==> src/rtl/uart_tx_arbiter.sv <==
`timescale 1ns/1ps
// -----------------------------------------------------------------------------
// uart_tx_arbiter
//   Shares one UART transmitter between NUM_REQ byte producers with
//   round-robin arbitration. One byte is accepted per grant. The block then
//   issues a single start pulse to the UART core, waits for its completion
//   pulse, and reports completion back to the requester that owned the frame.
//
//   Optional feature macro: UART_ARB_TIMEOUT_EN
//     When defined, a watchdog abandons a frame whose tx_done has not arrived
//     within TIMEOUT_CYCLES cycles of WAIT and pulses err_timeout.
//     When undefined, WAIT holds until tx_done and err_timeout is constant 0.
//
// Ports
//   clk          in   1                  system clock, rising edge
//   rst_n        in   1                  asynchronous active-low reset
//   req_valid    in   NUM_REQ            requester i has a byte pending
//   req_data     in   NUM_REQ*DATA_BITS  byte of requester i at [i*DATA_BITS +: DATA_BITS]
//   req_ready    out  NUM_REQ            one-hot accept pulse, byte captured this cycle
//   req_done     out  NUM_REQ            one-hot pulse, owner's byte has left the line
//   tx_start     out  1                  one-cycle start pulse to the UART core
//   tx_data      out  DATA_BITS          byte to the UART core (held until next grant)
//   tx_done      in   1                  one-cycle completion pulse from the UART core
//   busy         out  1                  FSM is not IDLE
//   grant_id     out  IDW                index of the current/last owner
//   err_timeout  out  1                  one-cycle watchdog pulse
//   dbg_state    out  2                  raw FSM state (IDLE=0, START=1, WAIT=2)
//
// Handshake: a byte transfers from requester i in any cycle where
//   req_valid[i] && req_ready[i]. req_ready is combinational from req_valid and
//   only ever asserted in IDLE, so a requester must hold valid and data stable
//   until it sees ready; dropping valid earlier withdraws the request.
// -----------------------------------------------------------------------------
module uart_tx_arbiter #(
   parameter int NUM_REQ        = 4,
   parameter int DATA_BITS      = 8,
   parameter int TIMEOUT_CYCLES = 4096,
   localparam int IDW           = (NUM_REQ > 1) ? $clog2(NUM_REQ) : 1
) (
   input  logic                           clk,
   input  logic                           rst_n,
   input  logic [NUM_REQ-1:0]             req_valid,
   input  logic [NUM_REQ*DATA_BITS-1:0]   req_data,
   output logic [NUM_REQ-1:0]             req_ready,
   output logic [NUM_REQ-1:0]             req_done,
   output logic                           tx_start,
   output logic [DATA_BITS-1:0]           tx_data,
   input  logic                           tx_done,
   output logic                           busy,
   output logic [IDW-1:0]                 grant_id,
   output logic                           err_timeout,
   output logic [1:0]                     dbg_state
);

   localparam logic [1:0] S_IDLE  = 2'd0;
   localparam logic [1:0] S_START = 2'd1;
   localparam logic [1:0] S_WAIT  = 2'd2;

   logic [1:0]           r_state;
   logic [IDW-1:0]       r_rr_ptr;
   logic [IDW-1:0]       r_grant_id;
   logic [DATA_BITS-1:0] r_data;

   logic                 w_found;
   logic [IDW-1:0]       w_winner;
   logic [IDW-1:0]       w_next_ptr;
   logic [IDW:0]         w_sum;
   logic [IDW-1:0]       w_idx;
   logic [DATA_BITS-1:0] w_sel_data;
   logic [NUM_REQ-1:0]   w_win_oh;
   logic [NUM_REQ-1:0]   w_grant_oh;
   logic                 w_timeout;

   // Round-robin search: visit rr_ptr, rr_ptr+1, ... wrapping at NUM_REQ, and
   // take the first asserted request. The extra sum bit makes the wrap work
   // for non-power-of-two NUM_REQ.
   always_comb begin
      w_found  = 1'b0;
      w_winner = '0;
      w_sum    = '0;
      w_idx    = '0;
      for (int k = 0; k < NUM_REQ; k++) begin
         w_sum = {1'b0, r_rr_ptr} + (IDW+1)'(k);
         if (w_sum >= (IDW+1)'(NUM_REQ)) begin
            w_sum = w_sum - (IDW+1)'(NUM_REQ);
         end
         w_idx = w_sum[IDW-1:0];
         if (!w_found && req_valid[w_idx]) begin
            w_found  = 1'b1;
            w_winner = w_idx;
         end
      end
   end

   // Mux the winner's byte with constant slice positions.
   always_comb begin
      w_sel_data = '0;
      for (int i = 0; i < NUM_REQ; i++) begin
         if (w_winner == IDW'(i)) begin
            w_sel_data = req_data[i*DATA_BITS +: DATA_BITS];
         end
      end
   end

   assign w_next_ptr = (w_winner == IDW'(NUM_REQ-1)) ? '0 : w_winner + 1'b1;
   assign w_win_oh   = NUM_REQ'(1) << w_winner;
   assign w_grant_oh = NUM_REQ'(1) << r_grant_id;

   always_ff @(posedge clk or negedge rst_n) begin
      if (!rst_n) begin
         r_state    <= S_IDLE;
         r_rr_ptr   <= '0;
         r_grant_id <= '0;
         r_data     <= '0;
      end else begin
         case (r_state)
            S_IDLE: begin
               if (w_found) begin
                  r_data     <= w_sel_data;
                  r_grant_id <= w_winner;
                  r_rr_ptr   <= w_next_ptr;
                  r_state    <= S_START;
               end
            end
            S_START: r_state <= S_WAIT;
            S_WAIT: begin
               // tx_done takes priority over the watchdog (w_timeout is
               // already qualified with !tx_done).
               if (tx_done || w_timeout) begin
                  r_state <= S_IDLE;
               end
            end
            default: r_state <= S_IDLE;
         endcase
      end
   end

`ifdef UART_ARB_TIMEOUT_EN
   localparam int CNT_W = (TIMEOUT_CYCLES > 2) ? $clog2(TIMEOUT_CYCLES) : 1;

   // Counts cycles spent in WAIT; cleared while in START so that the first
   // WAIT cycle sees 0. It never passes TIMEOUT_CYCLES-1 because the watchdog
   // leaves WAIT at that value.
   logic [CNT_W-1:0] r_wait_cnt;

   always_ff @(posedge clk or negedge rst_n) begin
      if (!rst_n) begin
         r_wait_cnt <= '0;
      end else if (r_state == S_START) begin
         r_wait_cnt <= '0;
      end else if (r_state == S_WAIT) begin
         r_wait_cnt <= r_wait_cnt + 1'b1;
      end
   end

   assign w_timeout = (r_state == S_WAIT) && !tx_done &&
                      (r_wait_cnt == CNT_W'(TIMEOUT_CYCLES-1));
`else
   // Watchdog compiled out. The comparison is constant 0; it keeps the
   // parameter referenced so both builds share one parameter list.
   assign w_timeout = (TIMEOUT_CYCLES < 0);
`endif

   assign req_ready   = ((r_state == S_IDLE) && w_found) ? w_win_oh : '0;
   assign req_done    = ((r_state == S_WAIT) && tx_done) ? w_grant_oh : '0;
   assign tx_start    = (r_state == S_START);
   assign tx_data     = r_data;
   assign busy        = (r_state != S_IDLE);
   assign grant_id    = r_grant_id;
   assign err_timeout = w_timeout;
   assign dbg_state   = r_state;

endmodule
==> config.mk <==
export PLATFORM = sky130hd
export DESIGN_NAME = uart_tx_arbiter
export DESIGN_NICKNAME = d
export VERILOG_FILES = /design/src/rtl/uart_tx_arbiter.sv
export SDC_FILE = /design/constraint.sdc
export NUM_CORES = 1
export LEC_CHECK = 0
export CORE_UTILIZATION = 38
export CTS_CLUSTER_DIAMETER = 150
export DETAILED_ROUTE_END_ITERATION = 8
export PLACE_DENSITY = 0.8
export SETUP_SLACK_MARGIN = 0.2
export SLEW_MARGIN = 0
export SYNTH_ARGS = -nofsm -noshare
export SYNTH_HDL_FRONTEND = slang
export SYNTH_SLANG_ARGS = --single-unit
==> constraint.sdc <==
create_clock -name clk -period 4.6 [get_ports clk]
set_input_delay 1.15 -clock clk [delete_from_list [all_inputs] [get_ports clk]]
set_output_delay 1.15 -clock clk [all_outputs]
set_load 0.01 [all_outputs]
==> metrics, run 1 <==
Max Slew Vio Count=0; Synth async-reset ratio=1.00; # port buffers=60; post-route DRC violation count=0; first-pass GRT wire length=roughly 4.9 mm; FILL cells=approximately 220; Clock Pin Slew Worst Setup and Hold Paths=90 ps; R2R Path End=tx_data[2]; CTS tree=built; layout cells sized above 1=0.101; Worst Min Path Start=tx_data[0]; HP Class=flip-flop to flip-flop; minimum clock period after layout=around 4300 ps; worst endpoint required time=3450 ps; Crit. End Element=output port; Seq/Total Area, Yosys=0.327; die width=55.1 µm; Crit path arrival time=roughly 3200 ps; final setup vio count=0; post-synth cell types=37; Worst Hold Path EP=tx_data[0]; chip height=55.1 µm; CTS buffer count=3; DRT antenna net count=0; Clock Sinks=14; clk_lat worst skew=around 280 ps; Final Hold Viols=0; Synth Flop Type=dfrtp_1; DR vias/cell=between 5 and 6; CTS Hold Bufs=0; RSZ-0062 raised after global routing=no; CTS root buffer=clkbuf_4; gr usage total=0.230; core box area=roughly 2600 µm²; Power Total=~1000 µW; Area Overhead vs Synth=62.1%; crit path kind=input port to output port; gpl congestion=0.876; synth top area cells=dfrtp_1 (33%), a21oi_1 (8.9%), a221o_1 (7.5%), nand3b_1 (6.3%), a31oi_1 (5.3%); post-DP HPWL=2.58 mm; DRT iter0 DRCs=50; Critical Path Source Type=input port; outcome=finished, final reports clean; Leak=0.000776 µW; grt total ovfl=0; FF-to-FF path depth=7; Slew headroom=0.574; via count=1240; Placed Cells=216; initial core utilization=0.417; Routed WL per cell=around 15 µm; PwrDens=about 570 nW/µm²; # rows=18; crit-path max FO=3; nets=234; WHS Path Cells=2; Synth Register Bits=14; Clock Path Buffers=2; number of synthesized flops with an enable pin=0; initial antenna violation count=0; Initial DRT Pass Iterations=4; H-tree Lvls=1; fmax=0.232 GHz; Yosys top cell by area=dfrtp_1; Syn Nets=about 170; Netlist Area Pre-Place=1070 µm²; Syn Area/Cell=8.24 µm²; Hold WS=562 ps; Worst Max-Slew Pin Slew=638 ps; Final Cycle Share=0.936; VDD IR-drop max=396 µV; Non-Filler Instances=approximately 220; Yosys Warn Count=0; setup tns final=0 ps; Mapped Cells=130; R2R setup slack=2240 ps; Max-Cap Viols=0; number of global-route vias before repair=1137; Die Footprint=roughly 3000 µm²; total area of sequential cells=350 µm²; IO Pins=62; Post-Route WL=3.26 mm; Worst R2R Start=r_rr_ptr[0]; share of the synthesized area in the top cell type=0.327; Inserted Diodes=0; Multi-input gate area=621 µm²; largest net degree at the start of global routing=17; Final Skew=2.87 ps
==> final cells by class <==
type / count / share of cell area
tap: 30 / 0.0216
timing repair buffer: 67 / 0.378
sequential: 14 / 0.202
multi-input combinational: 92 / 0.357
clock buffer: 3 / 0.0130
inverter: 13 / 0.0281
==> synth_stat cells, drive strengths merged, types with 2 or more instances <==
cell    instances
buf             5
inv            13
and3            4
nor3            5
a31oi           9
nor3b           2
o21ai           2
clkbuf          6
dfrtp          14
a221o           8
ha              4
nand2          12
nand3b          9
a21oi          19
==> how the worst max path moves through the flow <==
| stage | endpoint | slack [ps] | cells after the start | start |
|---|---|---|---|---|
| 2_1_floorplan | req_ready[2] | 550 | 8 | req_valid[2] |
| 3_3_place_gp | req_ready[1] | 200 | 6 | req_valid[3] |
| 3_5_place_dp | req_ready[2] | 150 | 7 | req_valid[3] |
| 4_1_cts | req_ready[1] | 240 | 6 | req_valid[2] |
| 5_1_grt | req_ready[2] | 210 | 6 | req_valid[2] |
| 6_report | req_ready[2] | 290 | 6 | req_valid[2] |
==> stage by stage <==
| stage | util | worst slack [ps] | instance area [µm²] |
|---|---|---|---|
| after global routing | 0.676 | 205 | 1740 |
| after CTS | 0.673 | 244 | 1730 |
| after global placement | 0.662 | 204 | 1700 |
| final | 0.676 | 295 | 1740 |
| after detailed placement | 0.662 | 154 | 1700 |
| after floorplan | - | 548 | 1070 |
==> routing by layer <==
metal	track usage	wire length (µm)	share of wire
met2	0.424	1710	0.52
met4	0.0667	22	0.0068
met5	0	0	0
met3	0.0464	198	0.061
met1	0.265	1330	0.41
==> cell usage in the layout, fill, tap and decap left out, types with 3 or more instances in the layout <==
cell type,instances
dlymetal6s2s_1,3
clkdlybuf4s50_1,54
nand2_1,11
ha_1,4
a31oi_1,9
and3_1,4
clkbuf_4,3
inv_1,12
buf_4,7
a221o_1,8
a21oi_1,19
nor3_1,4
nand3b_1,9
dfrtp_1,14
dlygate4sd2_1,3
==> critical path, stage by stage <==
cell             delay (ps)
clkdlybuf4s50_1         420
or4_4                   550
nand4_1                 150
ha_1                    190
and3_1                  160
clkdlybuf4s50_1         540
==> power breakdown <==
group          switching, µW  internal [µW]
clock network           41.7           30.4
registers               61.2            189
logic                    320            355
total                    423            575
==> cells by family (layout without fill, tap and decap cells) <==
kind of cell	count (synthesis)	after routing	synth area share
AO/OA/AOI/OAI	42	42	0.255
flip-flops	14	14	0.327
buffers and inverters	24	83	0.103
multiplexers	2	2	0.0234
other	1	1	0.00350
AND/OR/NAND/NOR	43	43	0.242
adder cells (fa/ha/maj)	4	4	0.0467
==> sequential cells by signal, indices dropped and copies added, names as in the netlist <==
name / flops
tx_data: 8
grant_id: 2
dbg_state: 2
r_rr_ptr: 2
==> what timing repair did <==
item                       in CTS  in global routing
setup buffers                   0                  0
setup endpoints to repair       4                  3
resized for setup               6                  3
Power figures use the tool's default switching activity.
==> run 2: changes to the inputs <==
- CTS_CLUSTER_DIAMETER: 150 -> 60
==> results of run 2 <==
The final DEF is identical to that of run 1; final timing and power are the same.
==> run 3: changes to the inputs <==
- CAP_MARGIN: not set -> 15
==> results of run 3 <==
The final DEF is identical to that of run 1; final timing and power are the same.
